[src/rtl/act_quant.sv]
// act_quant: two-stage ReLU/round/shift then saturate requantiser with valid/ready flow control.
// Define ACT_ROUND_EN for round-half-up before the shift; otherwise the shift truncates.
module act_quant #(
  parameter int OFM_BIT   = 29,
  parameter int IFM_BIT   = 8,
  parameter int LANES     = 4,
  parameter int SHIFT_BIT = 5
) (
  input  logic                       clk,
  input  logic                       rst,
  input  logic                       in_valid,
  output logic                       in_ready,
  input  logic [LANES*OFM_BIT-1:0]   OFM,
  input  logic [SHIFT_BIT-1:0]       cfg_shift,
  input  logic                       relu_en,
  output logic                       out_valid,
  input  logic                       out_ready,
  output logic [LANES*IFM_BIT-1:0]   Activation,
  input  logic                       clr_cnt,
  output logic [15:0]                sat_cnt
);
  localparam int W = OFM_BIT + 1;
  localparam int MAX_SH = OFM_BIT - 1;
  localparam logic signed [W-1:0] UMAX = W'(2**IFM_BIT - 1);
  localparam logic signed [W-1:0] SMAX = W'(2**(IFM_BIT-1) - 1);
  localparam logic signed [W-1:0] SMIN = W'(-(2**(IFM_BIT-1)));
  logic s1_valid_q, s1_valid_d, s1_relu_q, s1_relu_d;
  logic signed [W-1:0] s1_val_q [LANES];
  logic signed [W-1:0] s1_val_d [LANES];
  logic out_valid_q, out_valid_d, s2_sat_q, s2_sat_d;
  logic [LANES*IFM_BIT-1:0] act_q, act_d, act_n;
  logic [15:0] cnt_q, cnt_d;
  logic s2_move, accept, deliver, sat_n, hi, lo;
  logic [31:0] sh;
  logic signed [W-1:0] x, rnd, q;
  always_comb begin
    s2_move = !out_valid_q || out_ready;
    in_ready = !rst && (!s1_valid_q || s2_move);
    accept = in_valid && in_ready;
    deliver = out_valid_q && out_ready;
    sh = (32'(cfg_shift) > 32'(MAX_SH)) ? 32'(MAX_SH) : 32'(cfg_shift);
`ifdef ACT_ROUND_EN
    rnd = (sh == 0) ? '0 : W'(1) << (sh - 1);
`else
    rnd = '0;
`endif
    s1_valid_d = accept || (s1_valid_q && !s2_move);
    s1_relu_d = accept ? relu_en : s1_relu_q;
    x = '0;
    for (int i = 0; i < LANES; i++) begin
      x = {OFM[i*OFM_BIT+OFM_BIT-1], OFM[i*OFM_BIT +: OFM_BIT]};
      x = (relu_en && x < 0) ? '0 : x;
      // W bits leave headroom so the rounding add can never wrap
      s1_val_d[i] = accept ? (x + rnd) >>> sh : s1_val_q[i];
    end
  end
  always_comb begin
    act_n = '0;
    sat_n = 1'b0;
    hi = 1'b0;
    lo = 1'b0;
    q = '0;
    for (int i = 0; i < LANES; i++) begin
      hi = s1_relu_q ? (s1_val_q[i] > UMAX) : (s1_val_q[i] > SMAX);
      lo = !s1_relu_q && (s1_val_q[i] < SMIN);
      q = hi ? (s1_relu_q ? UMAX : SMAX) : lo ? SMIN : s1_val_q[i];
      act_n[i*IFM_BIT +: IFM_BIT] = q[IFM_BIT-1:0];
      sat_n = sat_n || hi || lo;
    end
    out_valid_d = s2_move ? s1_valid_q : out_valid_q;
    act_d = (s2_move && s1_valid_q) ? act_n : act_q;
    s2_sat_d = (s2_move && s1_valid_q) ? sat_n : s2_sat_q;
    cnt_d = clr_cnt ? '0 : (deliver && s2_sat_q && cnt_q != 16'hFFFF) ? cnt_q + 16'd1 : cnt_q;
  end
  always_ff @(posedge clk) begin
    if (rst) begin
      s1_valid_q <= 1'b0;
      out_valid_q <= 1'b0;
      act_q <= '0;
      s2_sat_q <= 1'b0;
      cnt_q <= '0;
    end else begin
      s1_valid_q <= s1_valid_d;
      out_valid_q <= out_valid_d;
      act_q <= act_d;
      s2_sat_q <= s2_sat_d;
      cnt_q <= cnt_d;
    end
  end
  always_ff @(posedge clk) begin
    s1_val_q <= s1_val_d;
    s1_relu_q <= s1_relu_d;
  end
  assign out_valid = out_valid_q;
  assign Activation = act_q;
  assign sat_cnt = cnt_q;
endmodule

[config.mk]
export PLATFORM = sky130hd
export DESIGN_NAME = act_quant
export DESIGN_NICKNAME = d
export VERILOG_FILES = /design/src/rtl/act_quant.sv
export SDC_FILE = /design/constraint.sdc
export NUM_CORES = 1
export LEC_CHECK = 0
export ABC_AREA = 1
export BUFFER_PORTS_ARGS = -buffer_cell sky130_fd_sc_hd__buf_2
export CAP_MARGIN = 20
export CORE_ASPECT_RATIO = 1.1
export CORE_MARGIN = 1
export CORE_UTILIZATION = 45
export CTS_BUF_LIST = sky130_fd_sc_hd__clkbuf_2
export DETAILED_ROUTE_END_ITERATION = 6
export GPL_TIMING_DRIVEN = 0
export HOLD_SLACK_MARGIN = 0.02
export PLACE_DENSITY = 0.72
export SLEW_MARGIN = 25
export SYNTH_ARGS = -nofsm -noshare
export SYNTH_HDL_FRONTEND = slang
export SYNTH_SLANG_ARGS = --single-unit
export TNS_END_PERCENT = 30
[constraint.sdc]
create_clock -name clk -period 8.55 [get_ports clk]
set_input_delay 0.855 -clock clk [delete_from_list [all_inputs] [get_ports clk]]
set_output_delay 0.855 -clock clk [all_outputs]
set_load 0.01 [all_outputs]
After elaboration in Yosys (flattened, before gate mapping). Index checks and enable logic that the tools add are counted. Widths: inputs -> output; s select.

Bits in registers: 172. Word-level logic and storage cells: 82.

Add/sub/neg operators: 1. Order comparisons: 17. Eq/ne operators: 1. Shift operators: 4. Mux-type cells: 18. Reduce and logical (&&, ||, !) cells: 31.

Operators by type and width (number): $gt 30x8->1 const B (4); $gt 30x9->1 const B (4); $lt 30x8->1 const B (4); $mux 30 (4); $sshr 30x5->30 (4); $lt 29x1->1 const B (4); $mux 8 (9); $add 16x1->16 const B (1); $ne 16x16->1 const B (1); $logic_and 1x1->1 (15); $logic_or 1x1->1 (10); $gt 5x5->1 const B (1); $logic_not 1->1 (5); $mux 5 (1); $mux 1 (4); $reduce_or 2->1 (1).

Longest topological paths before layout.
Depth in word-level cells: 9. Gate-level depth with buffers: 15. Depth with buffers taken out: 13.

Least setup slack after synthesis. Ideal clock, no wire load.

Path kind: input-to-reg. Start: in rst. End: reg s1_relu_q (enable). Setup time: 0.594 ns. Arrival: 6.179 ns. Data required time: 7.956 ns. Slack: 1.777 ns. Stages: 4. Path through: inv_1 -> clkbuf_1 -> nand2_1 -> nor2_1.

Word-level cells in the longest chain between the ends: 3.

RTL lines: start: declaration (RTL line 10) `input logic rst,`; $logic_not 1->1 (RTL line 38) `in_ready = !rst && (!s1_valid_q || s2_move);`; $logic_and 1x1->1 (RTL line 38); $logic_and 1x1->1 (RTL line 39) `accept = in_valid && in_ready;`; net accept (RTL line 33) `logic s2_move, accept, deliver, sat_n, hi, lo;`; end signal: assignment (RTL line 92) `s1_relu_q <= s1_relu_d;`; end: declaration (RTL line 27) `logic s1_valid_q, s1_valid_d, s1_relu_q, s1_relu_d;`.

The timed path passes the listed nets, and every way through them passes these cells. A chain may end at the register's enable or synchronous reset.

Worst setup path after layout.
Start: in rst. End: out in_ready.

Word-level cells in the longest chain between the ends: 2.

RTL lines: $logic_not 1->1 (RTL line 38); $logic_and 1x1->1 (RTL line 38); end: declaration (RTL line 12) `output logic in_ready,`.

Every way passes these cells.

==> impl_metrics.csv <==
group,metric,value,unit
setup_path,setup.worst_path.class,"input pin to output pin",
detailed_routing,drt-wirelength-per-cell,20.1,um
logic_synthesis,yosys.area.top_type,"sky130_fd_sc_hd__edfxtp_1",
run_status,status,"finished with violations",
logic_synthesis,postSynthCellCount,2112,
logic_synthesis,post_synth_mux_area_share,0.00308,
timing,timing.final.hold_violations,0,
detailed_routing,remaining_drc_errors,2,
detailed_routing,via_count,15200,
logic_synthesis,synth_area,0.0130,mm^2
logic_synthesis,synth_fp_nets,2240,
clock_network,tritoncts,"done",
layout,final_net_count,2437,
global_routing,grt_pass1_vias,14200,
global_routing,grt_overflow_total,0,
layout,layout_commonest_cell,"sky130_fd_sc_hd__nand2_1",
pwr,power.density_cell_area,141,mW/mm^2
timing,setup_viol,0,
pwr,clkPwrFrac,0.215,
global_routing,grt_usage,0.368,
timing,slew-limit-headroom,0.416,
run_status,violations_in_the_final_reports,"design-rule violations",
timing,finalCritPeriodShare,0.323,
pwr,power.switching,0.781,mW
pwr,combPwrFrac,0.327,
clock_network,cts_htree_levels,4,
logic_synthesis,synth-xor-area-share,0.00404,
logic_synthesis,synth_simple_gate_area_frac,0.445,
clock_network,ctsLongestPathBuffers,2,
logic_synthesis,synth_area_leaders,"sky130_fd_sc_hd__edfxtp_1 (27%), sky130_fd_sc_hd__nand2_1 (26%), sky130_fd_sc_hd__nand3_1 (13%)",
logic_synthesis,synth_sequential_area_ratio,0.349,
detailed_routing,count_of_nets_left_with_antenna_violations_after_detail_routing,0,
global_routing,antenna_found_initial,1,
logic_synthesis,complex_gate_fraction_of_the_synthesized_area,0.116,
setup_path,path_max_fanout,10,
logic_synthesis,synth_fa_ha_area_frac,0.000962,
layout,fraction_of_final_layout_cells_with_drive_strength_greater_than_1,0.121,
floorplanning,chipWidth,164,um
detailed_routing,drt-initial-drc-count,1753,
clock_network,clock-root-buffer,"sky130_fd_sc_hd__clkbuf_2",
logic_synthesis,ys.warnings.count,0,
clock_network,clock_insertion_delay_worst_skew,760,ps
clock_network,clk_pin_slew,210,ps
floorplanning,coreArea,0.0281,mm^2
pwr,p_sw_frac,0.376,
detailed_routing,vias_per_cell,5.67,
pwr,leakagePower,7.19,nW
placed_design,gp_congestion,1.01,
detailed_routing,route.final.wire_length,54000,um
layout,area_growth_syn_to_layout,13.2,%
timing,grt_setup_unrepaired,"no",
pwr,ir_worst_vdd,167,uV
flow_run,timing.max_cap.violations,0,
pwr,p_seq_frac,0.458,
logic_synthesis,top_area_cell_type_share_of_the_netlist_area,0.270,
clock_network,postCtsSetupBuffers,0,
setup_path,worstSetupStartpointType,"input pin",
timing,fmax,362,MHz
layout,layout_common_cells,"sky130_fd_sc_hd__nand2_1 (903), sky130_fd_sc_hd__nand3_1 (337), sky130_fd_sc_hd__buf_2 (205)",
setup_path,crit_required,7700,ps
floorplanning,initial_utilization,0.463,
floorplanning,fp.dieArea,0.0296,mm^2
layout,fillers,2968,
setup_path,worst_setup_path_end_kind,"output pin",
timing,finalCriticalPeriod,2760,ps
logic_synthesis,synth_seq_cells,168,
timing,holdWs,293,ps
detailed_routing,firstDrtPassIters,7,
clock_network,cts_inserted_buffers,17,
floorplanning,row_count,64,
placed_design,hpwlAfterDp,45100,um
placed_design,io_buffers,173,
global_routing,grt_pass1_wl,81300,um
global_routing,pin_count_of_the_biggest_net_entering_global_routing,29,
timing,final-max-slew-violation-count,0,
clock_network,cts-resized-gates,0,
logic_synthesis,ys_types,33,
clock_network,clkSinkCount,168,
setup_path,crit_path_dat,1910,ps
timing,timing.clock.skew,31.1,ps
pwr,design_power_total,2.08,mW
timing,final.setup.tns,0,ps
logic_synthesis,synth.avg_cell_area,6.16,um^2
pwr,power_report.internal_total,1.30,mW
worst_hold_path,worstHoldPathType,"input pin to flip-flop",
floorplanning,pin_count,177,
timing,worst_slew_pin_slew,876,ps
floorplanning,die_height,180,um
logic_synthesis,synth_top_family_by_area,"simple AND/OR/NAND/NOR gates",
clock_network,ctsHoldBuffers,0,
-- state kept, by name, summed over array words and instances (netlist names) --
| signal | count |
|---|---|
| Activation | 32 |
| sat_cnt | 16 |
| s2_sat_q | 1 |
| s1_relu_q | 1 |
| out_valid | 1 |
| s1_val_q | 116 |
| s1_valid_q | 1 |
-- per-stage QoR --
stage	cell area [um^2]	util	cells	setup slack, ps
2_1_floorplan	13000	-	2112	1780
3_3_place_gp	14300	0.510	2648	-101
3_5_place_dp	14500	0.515	2653	5370
4_1_cts	14700	0.524	2685	5790
5_1_grt	14700	0.524	2686	5670
6_report	14700	0.524	2686	5790
-- cells by family after synthesis --
family	count (synthesis)
and+or+nand+nor	1407
AOI/OAI and AO/OA	284
buffers and inverters	242
DFF	168
xor gates and xnor gates	6
muxes	4
adders and majority gates	1
-- critical path, stage by stage --
cell and delay [ps]:
sky130_fd_sc_hd__buf_2 120, sky130_fd_sc_hd__inv_1 150, sky130_fd_sc_hd__clkbuf_1 400, sky130_fd_sc_hd__nand2_1 180
sky130_fd_sc_hd__inv_1 70, sky130_fd_sc_hd__buf_2 120
-- cell type report --
class,count,area (um^2),share of cell area
Antenna cell,1,2.50,0.000170
Buffer,136,671,0.0455
Clock buffer,18,90.1,0.00612
Clock inverter,14,171,0.0116
Inverter,106,398,0.0270
Multi-Input combinational cell,1702,7410,0.503
Sequential cell,168,4530,0.308
Tap cell,363,454,0.0308
Timing Repair Buffer,178,996,0.0676
-- path summary, 6_finish.rpt --
path	from	endpoint	slack, ps	cells after the start
hold / removal	rst	out_valid	290	2
setup reg to reg	s1_val_q[79]	Activation[12]	6570	7
hold reg to reg	s1_valid_q	out_valid	490	2
setup / recovery	rst	in_ready	5790	6
-- cell usage after synthesis --
cell,count
sky130_fd_sc_hd__nand2_1,903
sky130_fd_sc_hd__nand3_1,337
sky130_fd_sc_hd__nor2_1,136
sky130_fd_sc_hd__edfxtp_1,117
sky130_fd_sc_hd__inv_1,101
sky130_fd_sc_hd__o21ai_1,95
sky130_fd_sc_hd__o21ai_0,89
sky130_fd_sc_hd__a21oi_1,69
sky130_fd_sc_hd__clkbuf_1,56
sky130_fd_sc_hd__dfxtp_1,51
sky130_fd_sc_hd__buf_2,32
sky130_fd_sc_hd__o211ai_1,26
sky130_fd_sc_hd__buf_1,25
sky130_fd_sc_hd__buf_4,14
sky130_fd_sc_hd__buf_6,9
sky130_fd_sc_hd__nand4_1,6
sky130_fd_sc_hd__or2_1,6
sky130_fd_sc_hd__or2_2,5
sky130_fd_sc_hd__mux2i_1,4
sky130_fd_sc_hd__nand2_2,4
sky130_fd_sc_hd__nor3_1,4
sky130_fd_sc_hd__xor2_1,4
sky130_fd_sc_hd__inv_2,3
sky130_fd_sc_hd__nor4_1,3
sky130_fd_sc_hd__a31oi_1,2
sky130_fd_sc_hd__clkinv_1,2
sky130_fd_sc_hd__o211ai_2,2
sky130_fd_sc_hd__xnor2_1,2
sky130_fd_sc_hd__and3_1,1
sky130_fd_sc_hd__ha_1,1
sky130_fd_sc_hd__nand2_4,1
sky130_fd_sc_hd__nand3_4,1
sky130_fd_sc_hd__o21bai_1,1
-- metal layers --
layer,vias up,GRT usage,wire length (um)
met5,-,0,0
met4,0,0.192,2860
met3,164,0.0470,4630
met2,893,0.608,24800
met1,6826,0.464,21800
li1,7342,-,-
-- power by group through the flow --
stage | sequential (mW) | clock (mW) | combinational [mW]
global route | 0.958 | 0.485 | 0.739
global placement | 0.974 | 0 | 0.645
finish | 0.952 | 0.446 | 0.680
floorplan | 0.975 | 0 | 0.403
CTS | 0.952 | 0.451 | 0.658
detailed placement | 0.970 | 0 | 0.655
No activity file was read; power rests on OpenSTA's default activity.
